===== src/rtl/sram_fifo_pkg.sv =====
// Shared types and sizes for the SRAM-backed streaming FIFO controller.
// Data width depends on SRAM_FIFO_PARITY_EN (32 data + 4 byte-parity bits, else 36 raw bits).
package sram_fifo_pkg;

  localparam int ADDR_W = 10;
  localparam int DEPTH  = 1 << ADDR_W;
  localparam int MEM_W  = 36;
  localparam int LVL_W  = ADDR_W + 1;

`ifdef SRAM_FIFO_PARITY_EN
  localparam int DATA_W = 32;
`else
  localparam int DATA_W = 36;
`endif

  typedef struct packed {
    logic [DATA_W-1:0] data;
    logic              perr;
  } ob_entry_t;

  // One even-parity bit per byte, bit i covering byte i.
  function automatic logic [3:0] byte_par(input logic [31:0] d);
    logic [3:0] p;
    for (int i = 0; i < 4; i++) begin
      p[i] = ^d[8*i +: 8];
    end
    return p;
  endfunction

endpackage


===== src/rtl/sram_fifo_obuf.sv =====
// Two-entry first-word-fall-through buffer that catches SRAM read data.
// slot0 is always the head; slot1 only holds data when cnt == 2.
module sram_fifo_obuf
  import sram_fifo_pkg::*;
(
  input  logic              clk,
  input  logic              rst_n,
  input  logic              flush,
  input  logic              push,
  input  logic [DATA_W-1:0] push_data,
  input  logic              push_perr,
  input  logic              pop,
  output logic [DATA_W-1:0] head_data,
  output logic              head_perr,
  output logic [1:0]        cnt
);

  ob_entry_t slot0;
  ob_entry_t slot1;
  ob_entry_t din;

  assign din       = '{data: push_data, perr: push_perr};
  assign head_data = slot0.data;
  assign head_perr = slot0.perr;

  always_ff @(posedge clk or negedge rst_n) begin
    if (!rst_n) begin
      cnt <= 2'd0;
    end else if (flush) begin
      cnt <= 2'd0;
    end else begin
      cnt <= cnt + 2'(push) - 2'(pop);
    end
  end

  always_ff @(posedge clk) begin
    if (!flush) begin
      if (push && pop) begin
        if (cnt == 2'd2) begin
          slot0 <= slot1;
          slot1 <= din;
        end else begin
          slot0 <= din;
        end
      end else if (push) begin
        if (cnt == 2'd0) begin
          slot0 <= din;
        end else begin
          slot1 <= din;
        end
      end else if (pop) begin
        slot0 <= slot1;
      end
    end
  end

endmodule


===== src/rtl/sram_fifo_ctrl.sv =====
// Streaming FIFO controller for a 1024x36 dual-port SRAM with 1-cycle read latency.
// Define SRAM_FIFO_PARITY_EN to store per-byte parity and expose out_perr.
module sram_fifo_ctrl
  import sram_fifo_pkg::*;
(
  input  logic              clk,
  input  logic              rst_n,
  input  logic              flush,
  input  logic              in_valid,
  output logic              in_ready,
  input  logic [DATA_W-1:0] in_data,
  output logic              out_valid,
  input  logic              out_ready,
  output logic [DATA_W-1:0] out_data,
  output logic [ADDR_W:0]   level,
  output logic [ADDR_W-1:0] sram_waddr,
  output logic [MEM_W-1:0]  sram_wdata,
  output logic [ADDR_W-1:0] sram_raddr,
  input  logic [MEM_W-1:0]  sram_rdata
`ifdef SRAM_FIFO_PARITY_EN
  ,
  output logic              out_perr
`endif
);

  logic [ADDR_W-1:0] wr_ptr;
  logic [ADDR_W-1:0] rd_ptr;
  logic [ADDR_W-1:0] mem_cnt;
  logic [ADDR_W-1:0] mem_cnt_nxt;
  logic              vld_p1;
  logic [1:0]        ob_cnt;
  logic [1:0]        ob_cnt_nxt;
  logic [2:0]        ob_load;
  logic [LVL_W-1:0]  level_nxt;
  logic              push;
  logic              pop;
  logic              rd_fire;
  logic              cap;
  logic [DATA_W-1:0] cap_data;
  logic              cap_perr;
  logic              head_perr;

  assign push      = in_valid && in_ready && !flush;
  assign pop       = out_valid && out_ready;
  assign out_valid = (ob_cnt != 2'd0);

  // Buffer slots already claimed after this edge: held + returning - leaving.
  assign ob_load = {1'b0, ob_cnt} + 3'(vld_p1) - 3'(pop);
  assign rd_fire = (mem_cnt != '0) && (ob_load < 3'd2) && !flush;
  assign cap     = vld_p1 && !flush;

  assign mem_cnt_nxt = mem_cnt + ADDR_W'(push) - ADDR_W'(rd_fire);
  assign ob_cnt_nxt  = ob_cnt + 2'(cap) - 2'(pop);
  assign level_nxt   = LVL_W'(mem_cnt_nxt) + LVL_W'(rd_fire) + LVL_W'(ob_cnt_nxt);

  assign sram_waddr = wr_ptr;
  assign sram_raddr = rd_ptr;

`ifdef SRAM_FIFO_PARITY_EN
  assign sram_wdata = {byte_par(in_data), in_data};
  assign cap_data   = sram_rdata[31:0];
  assign cap_perr   = (byte_par(sram_rdata[31:0]) != sram_rdata[35:32]);
  assign out_perr   = head_perr;
`else
  logic unused_head_perr;
  assign sram_wdata       = in_data;
  assign cap_data         = sram_rdata;
  assign cap_perr         = 1'b0;
  assign unused_head_perr = head_perr;
`endif

  // Stage p0 -> p1: read address sampled by the SRAM, data returns next cycle.
  always_ff @(posedge clk or negedge rst_n) begin
    if (!rst_n) begin
      wr_ptr   <= '0;
      rd_ptr   <= '0;
      mem_cnt  <= '0;
      vld_p1   <= 1'b0;
      in_ready <= 1'b1;
      level    <= '0;
    end else if (flush) begin
      wr_ptr   <= '0;
      rd_ptr   <= '0;
      mem_cnt  <= '0;
      vld_p1   <= 1'b0;
      in_ready <= 1'b1;
      level    <= '0;
    end else begin
      wr_ptr   <= wr_ptr + ADDR_W'(push);
      rd_ptr   <= rd_ptr + ADDR_W'(rd_fire);
      mem_cnt  <= mem_cnt_nxt;
      vld_p1   <= rd_fire;
      in_ready <= (mem_cnt_nxt != ADDR_W'(DEPTH - 1));
      level    <= level_nxt;
    end
  end

  // Stage p1 -> output buffer.
  sram_fifo_obuf u_obuf (
    .clk       (clk),
    .rst_n     (rst_n),
    .flush     (flush),
    .push      (cap),
    .push_data (cap_data),
    .push_perr (cap_perr),
    .pop       (pop),
    .head_data (out_data),
    .head_perr (head_perr),
    .cnt       (ob_cnt)
  );

endmodule


===== config.mk =====
export PLATFORM = sky130hd
export DESIGN_NAME = sram_fifo_ctrl
export DESIGN_NICKNAME = d
export VERILOG_FILES = /design/src/rtl/sram_fifo_pkg.sv /design/src/rtl/sram_fifo_obuf.sv /design/src/rtl/sram_fifo_ctrl.sv
export SDC_FILE = /design/constraint.sdc
export NUM_CORES = 1
export LEC_CHECK = 0
export ABC_AREA = 1
export CORE_ASPECT_RATIO = 1.25
export CORE_MARGIN = 2
export CORE_UTILIZATION = 44
export DETAILED_ROUTE_END_ITERATION = 10
export PLACE_DENSITY = 0.85
export RECOVER_POWER = 50
export SLEW_MARGIN = 20
export SYNTH_ARGS = -nofsm -noshare
export SYNTH_HDL_FRONTEND = slang
export SYNTH_SLANG_ARGS = --single-unit

===== constraint.sdc =====
create_clock -name clk -period 4.4 [get_ports clk]
set_input_delay 0.66 -clock clk [delete_from_list [all_inputs] [get_ports clk]]
set_output_delay 0.66 -clock clk [all_outputs]
set_load 0.02 [all_outputs]

==> results of run 1 <==
[power groups by stage]
| stage | Sequential (uW) | Combinational (uW) | Clock [uW] |
|---|---|---|---|
| global placement | 1560 | 2580 | 0 |
| global route | 1570 | 3160 | 1400 |
| finish | 1550 | 2830 | 1330 |
| detailed placement | 1560 | 2640 | 0 |
| floorplan | 1740 | 1600 | 0 |
| CTS | 1550 | 2800 | 1350 |
[worst register-to-register path, delay by kind of cell (launching register included)]
kind / cells / cell delay, ns
buffers and inverters: 12 / 1.07
adders and majority gates: 4 / 1.36
DFF: 1 / 0.42
and+or+nand+nor: 9 / 0.76
AOI/OAI and AO/OA: 3 / 0.43
[cell usage after synthesis (all sizes together) (5+ instances only)]
cell | number | area, sq um
nand3 | 28 | 170
inv | 101 | 382
nor3 | 6 | 30.0
buf | 42 | 313
edfxtp | 72 | 2160
o211ai | 35 | 263
clkbuf | 20 | 78.8
dfrtp | 44 | 1100
o21ai | 84 | 420
nor2 | 54 | 230
nand4 | 5 | 31.3
ha | 22 | 275
nand2 | 146 | 573
a21oi | 23 | 115
[layout make-up]
| class | count | area share, % |
|---|---|---|
| inverter | 101 | 4.67 |
| antenna | 4 | 0.123 |
| multi-input combinational | 419 | 29.2 |
| timing repair buffer | 140 | 16.1 |
| clock buffer | 19 | 5.30 |
| tap | 178 | 2.73 |
| clock inverter | 13 | 1.64 |
| sequential | 117 | 40.3 |
[registers in the layout, indices dropped and copies added (netlist names)]
name and count:
level 11, u_obuf.head_data 36, u_obuf.cnt 2, sram_waddr 10
u_obuf.slot1 36, in_ready 1, sram_raddr 10, mem_cnt 10
vld_p1 1
[cell families after synthesis]
group	count (synthesis)	share of synthesized area [%]
fa+ha+maj	26	5.60
compound gates	146	13.1
mux	1	0.177
simple gates	244	16.8
flops	117	51.8
xor+xnor	2	0.276
buf+inv	163	12.2
[how the worst max path moves through the flow]
| stage | startpoint | to | slack, ns | cells after the start |
|---|---|---|---|---|
| 2_1_floorplan | out_ready | level[8] | 0.002 | 24 |
| 3_3_place_gp | out_ready | level[8] | -0.42 | 25 |
| 3_5_place_dp | out_ready | level[8] | -0.59 | 25 |
| 4_1_cts | out_ready | level[8] | 0.007 | 25 |
| 5_1_grt | u_obuf.cnt[0] | level[8] | 0.02 | 28 |
| 6_report | u_obuf.cnt[0] | level[6] | 0.23 | 28 |
[per-stage QoR]
stage | std cells | setup slack, ns
final | 991 | 0.234
after floorplan | 699 | 0.00246
after CTS | 986 | 0.00722
after global routing | 989 | 0.0215
after global placement | 946 | -0.415
after detailed placement | 946 | -0.590
[routing by layer]
layer  up-vias  wire length (um)
met4         0               306
met1      2405              5930
met3        30               894
met2       166              7290
met5         -                 0
li1       2484                 -
[repair_timing]
| action | in CTS | in global routing |
|---|---|---|
| setup buffers | 8 | 3 |
| pin swaps | 6 | 12 |
| hold buffers | 0 | 0 |
| resized for setup | 7 | 19 |
| setup endpoints to repair | 5 | 13 |
==> reports/metrics.sh, run 1 <==
TIMING.FINAL.CRIT_PERIOD_NS=4.17
SHARE_COMB_OF_TOTAL_POWER_PCT=49.6
WORSTSETUPSTARTPOINTTYPE='register'
FINALSETUPTNS_NS=0
MAXCLOCKFREQUENCY_MHz=240
VDD_DROP_MAX_uV=478
LAYOUT_COMMONEST_CELL='nand2_1'
INSERTION_DELAY_NS=0.40
FILLER_CELL_COUNT=1219
TRITONCTS.NUM_BUFFERS=17
TRITONCTS='yes'
ROUTED_WIRELENGTH_UM=14400
FINAL_MIN_PERIOD_OVER_CLOCK_PERIOD_PCT=94.7
WORST_PATH_LARGEST_CELL_DELAY_NS=0.55
FINAL_CORE_UTIL_PCT=57.4
WORST_PATH_MAX_DELAY_CELL='fa_1'
BOUNDARYPINS=182
WORST_EP_REQUIRED_TIME_NS=4.70
TIMING.MAX_CAP.VIOLATIONS=1
CLK_PATH_BUF_DEPTH=2
FF2FF_SETUP_SLACK_NS=0.23
WHS_PATH_DEPTH=1
P_CLK_SHARE_PCT=23.2
INITIAL_UTILIZATION_PCT=44.6
SYNTH-EDFF-COUNT=72
CTS.ROOT.BUFFER_CELL='clkbuf_16'
FINAL.HOLD.WORST_SLACK_NS=0.524
TIMING.RR.START='u_obuf.cnt[0]'
RELSLEWSLACK_PCT=-58.8
GRTUSAGEMET1_PCT=22.9
TIGHTEST_SLEW_NS=2.38
YOSYSSEQAREASHARE_PCT=51.8
CRITPATHMAXFANOUT=3
HOLDCRITSTARTPOINT='sram_waddr[2]'
CELL_INTERNAL_PWR_uW=3370
AREA_GROW_SYN2LAYOUT_PCT=28.8
CLOCK_SINK_COUNT=117
DP_HPWL_UM=9640
POSTLAYOUTCELLAREA_SQ_UM=8170
HOLD_CLASS='register to register'
YS_FF_LATCH=117
WORST-R2R-CELL-COUNT=28
PLACE_AREA_SQ_UM=7450
POSTSYNTH.ASYNCRESETSHARE_PCT=38.5
GRT_PASS1_VIAS=5106
TIMING.CRITICAL_PATH.TO_TYPE='register'
NETSWITCHINGPOWER_uW=2330
CP_DATA_ARRIVAL_TIME_NS=4.46
POWER.SHARE.SWITCHING_PCT=40.9
GRT_PASS1_WL_UM=24300
SETUP_VIOL=0
CORE.ROWCOUNT=49
DIE_X_UM=111
FINAL_ANTENNA_NET_COUNT=0
GRT_USAGE_PCT=19.3
SLEW_VIOLATIONS=46
SEQPWRFRAC_PCT=27.1
GLOBAL_ROUTE.OVERFLOW_TOTAL=0
GRT_SETUP_UNREPAIRED='false'
SYNTH-WARNING-COUNT=0
PATH_BUF_INV=12
GRT_START_MAX_NET_PINS=73
FINAL_LAYOUT_SIZE_SUFFIX_GT1_SHARE_PCT=13.5
POST_SYNTH_NUM_CELL_TYPES=34
CTSHTREEMAXLEVEL=4
GLOBALPLACE.CONGESTION=0.847
FIRSTDRTPASSITERS=7
DESIGN.FINAL.NETS=899
CRITICAL_PATH.MOST_COMMON_CELL='buf_4'
POST_DRT_VIA_CELL_RATIO=5.13
SYNTHESIS.AREA_SQ_UM=6340
POWER_DENSITY_nW_PER_UM2=698
TIMING.HOLD.WORST_ENDPOINT='sram_waddr[2]'
GLOBALROUTEMET2UTIL_PCT=33.2
POST-LAYOUT-TOTAL-POWER_uW=5700
DR.FIRST_ITER.DRC_COUNT=315
GRTUSAGEMET3_PCT=5.44
RUN_STATUS='finished with violations'
NUMBER_OF_ANTENNA_VIOLATIONS_AT_THE_FIRST_CHECK_IN_GLOBAL_ROUTING=3
POWER_LEAKAGE_uW=0.00351
CORE_OUTLINE_AREA_SQ_UM=14200
NUMPORTBUFFERS=109
DETAIL_ROUTE.WL_PER_CELL_UM=14.5
SYNTH_FLOP_CELL='edfxtp_1'
DR_TOTAL_VIAS=5085
MOST-COMMON-LAYOUT-CELLS='134 x nand2_1, 93 x inv_1, 84 x dlygate4sd3_1'
WORST_PATH_DOMINANT_CELL_FAMILY='adder cells'
AREA.SEQUENTIAL_SQ_UM=3290
FP.DIEAREA_SQ_UM=15400
POST_SYNTH_NET_TOTAL=802
REG2REG_TO='level[6]'
WORST-SETUP-PATH-TYPE='register to register'
AREA_OCCUPIED_BY_MULTI_INPUT_GATES_SQ_UM=2380
NETLIST_INSTANCES=699
CHIPHEIGHT_UM=138
ROUTE.DETAILED.DRC=0
FINALCLOCKSKEW_NS=0.00685
SYN-MEAN-INSTANCE-AREA_SQ_UM=9.08
GRT-BUSIEST-LAYER='met2'
CLK_SLEW_ON_WORST_S_H_PATHS_NS=0.05
HOLD_VIOL_FINAL=0
VIOLATIONS_IN_THE_FINAL_REPORTS='capacitance limit, slew limit'
Power figures use the tool's default switching activity.
==> inputs of run 2 (changes only) <==
CTS_BUF_LIST = sky130_fd_sc_hd__clkbuf_16   (was unset)
==> run 2 against run 1 <==
Net effect:
- the flow still finishes with violations (capacitance limit, slew limit)
- core utilization unchanged
- cell count is the same
- via count fell by 0.22%
- design area unchanged
- critical endpoint unchanged
- first-iteration DRC count unchanged
- wire length shrank 0.46%
- setup slack lost 0.0037 ns
- sequential share of layout area unchanged
- sequential power about the same
- clock power barely moved
- clock skew increased by 0.00056 ns
- critical path type unchanged
- combinational power about the same
==> reports/metrics.sh, run 2 (synthesis results as in run 1) <==
WORST-SETUP-PATH-TYPE='register to register'
PLACE_AREA_SQ_UM=7450
VDD_DROP_MAX_uV=476
WORST_SLACK_NS=0.230
WHS_PATH_DEPTH=1
GRT_USAGE_PCT=19.3
WORST_PATH_MAX_DELAY_CELL='fa_1'
POSTLAYOUTCELLAREA_SQ_UM=8170
FIRSTDRTPASSITERS=7
AREA_GROW_SYN2LAYOUT_PCT=28.8
FINALSETUPTNS_NS=0
CORE_OUTLINE_AREA_SQ_UM=14200
CELL_INTERNAL_PWR_uW=3370
WORST-R2R-CELL-COUNT=28
GRT_PASS1_WL_UM=24300
CORE.ROWCOUNT=49
SHARE_COMB_OF_TOTAL_POWER_PCT=49.7
FINAL_ANTENNA_NET_COUNT=0
FINAL_LAYOUT_SIZE_SUFFIX_GT1_SHARE_PCT=13.5
CTS.ROOT.BUFFER_CELL='clkbuf_16'
AREA_OCCUPIED_BY_MULTI_INPUT_GATES_SQ_UM=2380
TIGHTEST_SLEW_NS=2.38
LAYOUT_COMMONEST_CELL='nand2_1'
DP_HPWL_UM=9640
PRE_CTS_SLACK_NS=-0.590
CTSHTREEMAXLEVEL=4
P_CLK_SHARE_PCT=23.2
CHIPHEIGHT_UM=138
FP.DIEAREA_SQ_UM=15400
INSERTION_DELAY_NS=0.40
WORST_PATH_LARGEST_CELL_DELAY_NS=0.55
WORSTSETUPSTARTPOINTTYPE='register'
POWER_LEAKAGE_uW=0.00351
CP_DATA_ARRIVAL_TIME_NS=4.47
WORST_PATH_DOMINANT_CELL_FAMILY='adder cells'
BOUNDARYPINS=182
POWER_DENSITY_nW_PER_UM2=697
CRITICAL_PATH.MOST_COMMON_CELL='buf_4'
RELSLEWSLACK_PCT=-58.8
DR_TOTAL_VIAS=5074
DR.FIRST_ITER.DRC_COUNT=315
FINAL_MIN_PERIOD_OVER_CLOCK_PERIOD_PCT=94.8
TRITONCTS='yes'
COUNT_OF_CELL_INSTANCES_TRAVERSED_BY_THE_CRITICAL_PATH=28
GLOBAL_ROUTE.OVERFLOW_TOTAL=0
CLOCK_SINK_COUNT=117
MOST-COMMON-LAYOUT-CELLS='134 x nand2_1, 95 x inv_1, 84 x dlygate4sd3_1'
SLEW_VIOLATIONS=46
RUN_STATUS='finished with violations'
NETSWITCHINGPOWER_uW=2330
GLOBALPLACE.CONGESTION=0.847
SETUP_VIOL=0
AREA.SEQUENTIAL_SQ_UM=3290
DETAIL_ROUTE.WL_PER_CELL_UM=14.5
POST_DRT_VIA_CELL_RATIO=5.12
POWER.SHARE.SWITCHING_PCT=40.9
MAXCLOCKFREQUENCY_MHz=240
GRT_START_MAX_NET_PINS=73
CLK_SLEW_ON_WORST_S_H_PATHS_NS=0.05
SEQPWRFRAC_PCT=27.2
DIE_X_UM=111
PATH_BUF_INV=12
NUMBER_OF_ANTENNA_VIOLATIONS_AT_THE_FIRST_CHECK_IN_GLOBAL_ROUTING=3
CRITPATHMAXFANOUT=3
GRT_SETUP_UNREPAIRED='false'
GRT_PASS1_VIAS=5106
ROUTED_WIRELENGTH_UM=14400
INITIAL_UTILIZATION_PCT=44.6
TRITONCTS.NUM_BUFFERS=17
TIMING.CRITICAL_PATH.TO_TYPE='register'
CLK_PATH_BUF_DEPTH=2
NUMPORTBUFFERS=109
ROUTE.DETAILED.DRC=0
POSTCTSHOLDBUFS=0
VIOLATIONS_IN_THE_FINAL_REPORTS='capacitance limit, slew limit'
TIMING.MAX_CAP.VIOLATIONS=1
HOLD_VIOL_FINAL=0
FILLER_CELL_COUNT=1219
WORST_EP_REQUIRED_TIME_NS=4.70
FINALCLOCKSKEW_NS=0.00741
TIMING.FINAL.CRIT_PERIOD_NS=4.17
DESIGN.FINAL.NETS=899
HOLD_CLASS='register to register'
-- run 2: routing by layer --
metal | GRT usage (%) | vias up | routed length (um)
met1 | 22.9 | 2389 | 5860
met5 | 0 | - | 0
met2 | 33.2 | 165 | 7290
li1 | - | 2483 | -
met3 | 5.44 | 37 | 849
met4 | 7.67 | 0 | 346
-- run 2: worst paths after layout --
check	from	to	slack [ns]
worst max register to register	u_obuf.cnt[0]	level[6]	0.23
worst min-delay path	sram_waddr[2]	sram_waddr[2]	0.53
worst min register to register	sram_waddr[2]	sram_waddr[2]	0.53
min in group asynchronous	rst_n	sram_raddr[6]	0.99
max in group asynchronous	rst_n	u_obuf.cnt[0]	1.88
worst max-delay path	u_obuf.cnt[0]	level[6]	0.23
-- run 2: final cells by class --
cell class	instances	share of cell area [%]
diodes	4	0.123
inverters	101	4.67
flip-flops and latches	117	40.3
well taps	178	2.73
repair buffers	140	16.1
clock buffers	17	5.21
multi-input cells	419	29.2
clock inverters	15	1.73
-- run 2: power by group through the flow --
stage                     Clock, uW  Sequential (uW)  Combinational [uW]
after floorplan                   0             1740                1600
after global placement            0             1560                2580
after detailed placement          0             1560                2640
after CTS                      1340             1550                2800
after global routing           1400             1570                3160
final                          1320             1550                2830
-- run 2: repair_timing --
action | in CTS | in global routing
hold endpoints to repair | 0 | 0
setup buffers | 8 | 3
gates resized for setup | 7 | 19
pin swaps | 6 | 12
endpoints found under the setup margin | 5 | 13
-- run 2: metrics by stage --
step | utilization [%] | hold slack, ns | power (uW) | instances
floorplan | - | 0.364 | 3340 | 699
global placement | 52.4 | 0.499 | 4140 | 946
detailed placement | 52.4 | 0.518 | 4200 | 946
CTS | 56.9 | 0.448 | 5690 | 986
global route | 57.4 | 0.564 | 6130 | 989
finish | 57.4 | 0.526 | 5700 | 991
==> inputs of run 3 (changes only) <==
ABC_CLOCK_PERIOD_IN_PS = 4400   (was unset)
TNS_END_PERCENT = 100   (was unset)
==> results of run 3 <==
No change in the layout: final DEF, timing and power equal those of run 2.
